$ cat config.mk
export PLATFORM = sky130hd
export DESIGN_NAME = addn_pipe
export DESIGN_NICKNAME = d
export VERILOG_FILES = /design/src/rtl/addn_pipe.sv
export SDC_FILE = /design/constraint.sdc
export NUM_CORES = 1
export LEC_CHECK = 0
export ABC_AREA = 1
export CORE_MARGIN = 1.5
export CORE_UTILIZATION = 54
export DETAILED_ROUTE_END_ITERATION = 8
export HOLD_SLACK_MARGIN = 0.03
export PLACE_DENSITY_LB_ADDON = 0.25
export SYNTH_ARGS = -nofsm -noshare
export SYNTH_HDL_FRONTEND = slang
export SYNTH_SLANG_ARGS = --single-unit
$ cat constraint.sdc
create_clock -name clk -period 5.8 [get_ports clk]
set_clock_uncertainty 0.1 [all_clocks]
set_input_delay 1.16 -clock clk [delete_from_list [all_inputs] [get_ports clk]]
set_output_delay 1.16 -clock clk [all_outputs]
set_load 0.02 [all_outputs]
$ cat src/rtl/addn_pipe.sv
// Pipelined WIDTH-bit adder/subtractor: the carry chain is split into SEG-bit
// segments, one segment resolved per stage, with a valid/ready handshake at both ends.
module addn_pipe #(
    parameter int WIDTH = 16,
    parameter int SEG   = 4
) (
    input  logic             clk,
    input  logic             rstn,
    input  logic             in_valid,
    output logic             in_ready,
    input  logic [WIDTH-1:0] a,
    input  logic [WIDTH-1:0] b,
    input  logic             cin,
    input  logic             sub,
    output logic             out_valid,
    input  logic             out_ready,
    output logic [WIDTH-1:0] sum,
    output logic             cout,
    output logic             ovf
);

    localparam int STAGES = WIDTH / SEG;

    function automatic logic [SEG:0] add_seg(input logic [SEG-1:0] x,
                                             input logic [SEG-1:0] y,
                                             input logic           c);
        return {1'b0, x} + {1'b0, y} + {{SEG{1'b0}}, c};
    endfunction

    // Stage registers: index k holds the beat after segment k has been added.
    logic [WIDTH-1:0] a_p   [STAGES];
    logic [WIDTH-1:0] b_p   [STAGES];
    logic [WIDTH-1:0] s_p   [STAGES];
    logic             c_p   [STAGES];
    logic             vld_p [STAGES];
    logic             ovf_p;

    logic [WIDTH-1:0] src_a [STAGES];
    logic [WIDTH-1:0] src_b [STAGES];
    logic [WIDTH-1:0] src_s [STAGES];
    logic             src_c [STAGES];
    logic             src_v [STAGES];

    logic [WIDTH-1:0] s_n   [STAGES];
    logic             c_n   [STAGES];
    logic             ovf_n;
    logic [SEG:0]     seg_r;
    logic             stall;

    assign stall    = vld_p[STAGES-1] & ~out_ready;
    assign in_ready = ~stall;

    always_comb begin
        // Capture: subtraction becomes a + ~b + ~cin right at the input.
        src_a[0] = a;
        src_b[0] = b ^ {WIDTH{sub}};
        src_s[0] = '0;
        src_c[0] = cin ^ sub;
        src_v[0] = in_valid;
        for (int k = 1; k < STAGES; k++) begin
            src_a[k] = a_p[k-1];
            src_b[k] = b_p[k-1];
            src_s[k] = s_p[k-1];
            src_c[k] = c_p[k-1];
            src_v[k] = vld_p[k-1];
        end
        seg_r = '0;
        for (int k = 0; k < STAGES; k++) begin
            seg_r  = add_seg(src_a[k][k*SEG +: SEG], src_b[k][k*SEG +: SEG], src_c[k]);
            s_n[k] = src_s[k];
            s_n[k][k*SEG +: SEG] = seg_r[SEG-1:0];
            c_n[k] = seg_r[SEG];
        end
        // a ^ b ^ s at the MSB recovers the carry into the MSB.
        ovf_n = src_a[STAGES-1][WIDTH-1] ^ src_b[STAGES-1][WIDTH-1]
              ^ s_n[STAGES-1][WIDTH-1] ^ c_n[STAGES-1];
    end

    always_ff @(posedge clk or negedge rstn) begin
        if (!rstn) begin
            for (int k = 0; k < STAGES; k++) begin
                a_p[k]   <= '0;
                b_p[k]   <= '0;
                s_p[k]   <= '0;
                c_p[k]   <= 1'b0;
                vld_p[k] <= 1'b0;
            end
            ovf_p <= 1'b0;
        end else if (!stall) begin
            for (int k = 0; k < STAGES; k++) begin
                a_p[k]   <= src_a[k];
                b_p[k]   <= src_b[k];
                s_p[k]   <= s_n[k];
                c_p[k]   <= c_n[k];
                vld_p[k] <= src_v[k];
            end
            ovf_p <= ovf_n;
        end
    end

    // Output stage: the last stage register drives the result directly.
    assign out_valid = vld_p[STAGES-1];
    assign sum       = s_p[STAGES-1];
    assign cout      = c_p[STAGES-1];
    assign ovf       = ovf_p;

endmodule

# --- After elaboration in Yosys (flattened, before gate mapping) ---
# Index checks and enable logic that the tools add are counted.
# Widths: inputs -> output; s select.
op_classes:
  bitwise_logic: 8
  add_sub_neg: 8
ops:
  columns: ["operator", "n"]
  rows:
  - ["$add 4x4->5", 4]
  - ["$add 5x1->5", 4]
  - ["$xor 16x16->16", 1]
  - ["$xor 1x1->1", 4]
  - ["$not 1->1", 2]
  - ["$and 1x1->1", 1]
totals:
  inputBits: 38
  reg_bits: 145
  word_cells: 35

# --- Logic depth before layout (Yosys ltp) ---
logic_depth:
  word_depth: 4
  ltp_mapped: 9

# --- Worst setup path after synthesis ---
# OpenSTA, ideal clock, no wires.
synth_timing:
  path_kind: "input -> output"
  startpoint: "in out_ready"
  endpoint: "out in_ready"
  setup_slack_ns: 2.801
  n_path_buf: 2
  t_arrival_ns: 1.739
  path_stages: 4
  path_cell_list: "nor2_4 inv_2 buf_2 buf_2"
synth_via:
  elab_chain_len: 3
synth_rtl:
  columns: ["element", "line", "source"]
  rows:
  - ["start: declaration", "16", "input logic out_ready,"]
  - ["$not 1->1", "50", "assign stall = vld_p[STAGES-1] & ~out_ready;"]
  - ["$and 1x1->1", "50", null]
  - ["$not 1->1", "51", "assign in_ready = ~stall;"]
  - ["end: declaration", "10", "output logic in_ready,"]
# No other way between the ends.

# --- Worst setup path in the final report ---
# Ends and elaborated chain as after synthesis.

==> results by group <==
STA
  • Post-route setup slack: 2.18 ns
  • Minimum clock period after layout: 3.62 ns
  • Min Hold Slack: 0.364 ns
  • Final Hold Viols: 0
  • Max Clk Rate: 0.276 GHz
  • TNS Setup: 0 ns
  • RSZ-0062 raised after global routing: no
  • Final setup fails: 0
  • Final Cycle Share: 62.4%
  • Pins Over Slew Limit: 0
  • Relative slew margins: 35.5%
  • Worst-margin pin slew: 0.968 ns

Layout
  • Non-Filler Instances: 628
  • # diodes: 0
  • Layout cells sized above 1: 4.18%
  • P&R area growth vs syn: 19.0%
  • Nets@finish: 579

Synth
  • Synthesized area per cell: a little over 9 um2
  • Syn nets: 530
  • Register area share after synthesis: 56.7%
  • Distinct cell type count after synthesis: 19
  • Multiplexer share of the synthesized area: 0%
  • Post-Syn Instances: 472
  • Combinational family with the most area after synthesis: simple AND/OR/NAND/NOR gates
  • XOR/XNOR Fraction of Synth Area: 3.48%
  • Mapped Area: 4280 um2
  • Number of synthesized register bits: 97
  • Complex-gate fraction of the synthesized area: 6.95%
  • Adder-cell share of the synthesized area: 7.25%
  • Synth warn: 0
  • Simple-gate portion of the synthesized area: a little over a fifth

Clock network
  • Worst-skew pair later-pin latency: ~0.36 ns
  • Clk root buf: clkbuf_8
  • CTS tree: done
  • CTS Buffer Depth: 2
  • Post-CTS sizing: 0
  • CTS sink cnt: 97
  • Setup Fix Bufs, Post-CTS: 0
  • Max H-tree Level: 3
  • Cts bufs inserted: 9
  • Worst-path clk slew: roughly 0.09 ns
  • Cts hold-fix bufs: 0

Floorplanning
  • Rows: 32
  • Initial Util: between 50% and 60%
  • DIE HEIGHT: 92.1 um
  • Area of the core: 7690 um2
  • Die width: 92.1 um
  • Die ar.: 8470 um2
  • I/O pins: 58

Critical path
  • Max incr delay on CP: 0.59 ns
  • Crit Path Class: input pin to output port
  • CP top delay family: buffers and inverters
  • Crit-path slowest cell: clkdlybuf4s50_1
  • CP endpoint kind: output port
  • Crit path launch type: input pin
  • Worst Path Required: between 4 and 5 ns
  • Most used cell, CP: clkdlybuf4s50_1
  • Critical path, cell by cell: clkdlybuf4s50_1, nor2_4, inv_2, clkdlybuf4s50_1
  • Crit-path max FO: 2
  • Worst Path Arrival: about 2.4 ns
  • CP bufs+invs: 3

Global routing
  • Remaining Overflow, GRT: 0
  • Global Route Usage Sum: about a fifth
  • First-pass GRT wire length: 13300 um
  • Largest net degree at the start of global routing: 109
  • Initial antenna violation count: 0
  • Number of global-route vias before repair: 3022

Detailed routing
  • Number of remaining DRC errors: 0
  • Drt first-iter violations: 225
  • Drt first pass iters: 4
  • Final ANT Viol Nets: 0
  • Final wirelength: 7610 um
  • Total number of vias: 3099
  • WL/cell: 12.1 um
  • Vias per Instance: 4.93

Placement
  • DP Worst Slack: 1.90 ns
  • DP HPWL: a little over 5000 um
  • Gp weighted congestion: 0.798
  • Placed cells: 612
  • Port buffer count: 57

Outcome
  • Outcome: finished, final reports clean

Worst hold path
  • Hold/Removal Path Class: flop to flop

Run
  • Maxcap violations: 0

Pwr
  • Total Power: 2.58 mW
  • VDD IR max: 0.159 mV
  • Power Density: 507 nW/um2
  • Leakage Power: ~2.5 nW
==> worst min-delay path, stage by stage (launching register included) <==
cell and delay, ns:
dfrtp_1 0.34, inv_1 0.04, nand2_1 0.05
==> report_power, final <==
part / switching (mW) / internal, mW
sequential: 0.154 / 0.975
clock: 0.231 / 0.201
combinational: 0.595 / 0.426
==> cells by family after synthesis <==
group | after synthesis
xor+xnor | 17
simple gates | 229
compound gates | 59
fa+ha+maj | 20
buf+inv | 50
flops | 97
==> through the flow <==
step | util (%) | instance area (um2)
2_1_floorplan | - | 4280
3_3_place_gp | 63.7 | 4900
3_5_place_dp | 63.7 | 4900
4_1_cts | 66.3 | 5090
5_1_grt | 66.3 | 5090
6_report | 66.3 | 5090
==> registers in the layout, summed over array words and instances (netlist names) <==
| signal | cells |
|---|---|
| a_p | 24 |
| b_p | 24 |
| s_n | 24 |
| sum | 16 |
| c_p | 3 |
| src_v | 3 |
| cout | 1 |
| out_valid | 1 |
| ovf | 1 |
==> cell usage after synthesis <==
cell / instances / area, um2
nand2_1: 200 / 751
dfrtp_1: 97 / 2430
o21ai_0: 51 / 255
inv_1: 27 / 101
nand3_1: 15 / 75.1
clkbuf_1: 12 / 45.0
ha_1: 12 / 150
xnor2_1: 12 / 105
nor2_1: 11 / 41.3
buf_2: 9 / 45.0
fa_1: 8 / 160
a21oi_1: 7 / 35.0
xor2_1: 5 / 43.8
buf_6: 1 / 11.3
inv_2: 1 / 3.75
nand3b_1: 1 / 7.51
nor2_4: 1 / 11.3
o31ai_1: 1 / 7.51
or2_2: 1 / 6.26
==> cell type report <==
cell class	count	area, um2
timing repair buffer	60	591
sequential	97	2430
inverter	28	105
tap	102	128
fill	636	2590
clock inverter	6	67.6
clock buffer	10	128
multi-input combinational	325	1650
==> metal layers <==
| metal | track usage (%) | vias up | part of all wire [%] |
|---|---|---|---|
| met5 | 0 | - | 0 |
| met4 | 8.08 | 0 | 1.5 |
| met3 | 3.57 | 8 | 4.7 |
| met2 | 32.7 | 72 | 47 |
| met1 | 26.6 | 1450 | 47 |
| li1 | - | 1569 | - |
==> cell usage in the layout, fill, tap and decap left out <==
cell	synthesis	final
clkdlybuf4s50_1	0	56
nand3b_1	1	1
bufinv_16	0	1
inv_1	27	27
o31ai_1	1	1
or2_2	1	1
clkinvlp_4	0	2
nand3_1	15	15
nor2_4	1	1
fa_1	8	8
clkinv_4	0	1
xor2_1	5	5
dfrtp_1	97	97
clkbuf_1	12	1
nor2_1	11	11
inv_6	0	1
buf_4	0	4
inv_2	1	1
clkbuf_8	0	9
nand2_1	200	200
clkinv_2	0	1
ha_1	12	12
a21oi_1	7	7
o21ai_0	51	51
xnor2_1	12	12
==> path summary, 6_finish.rpt <==
kind	startpoint	endpoint	slack [ns]	cells past startpoint
worst max-delay path	out_ready	in_ready	2.18	4
worst min-delay path	src_v[0]$_DFFE_PN0N_	out_valid$_DFFE_PN0N_	0.36	2
worst max register to register	a_p[28]$_DFFE_PN0N_	ovf$_DFFE_PN0N_	3.83	8
worst min register to register	src_v[0]$_DFFE_PN0N_	out_valid$_DFFE_PN0N_	0.36	2
max in group asynchronous	rstn	b_p[57]$_DFFE_PN0N_	3.87	2
min in group asynchronous	rstn	sum[6]$_DFFE_PN0N_	0.68	1
Power figures use the tool's default switching activity.
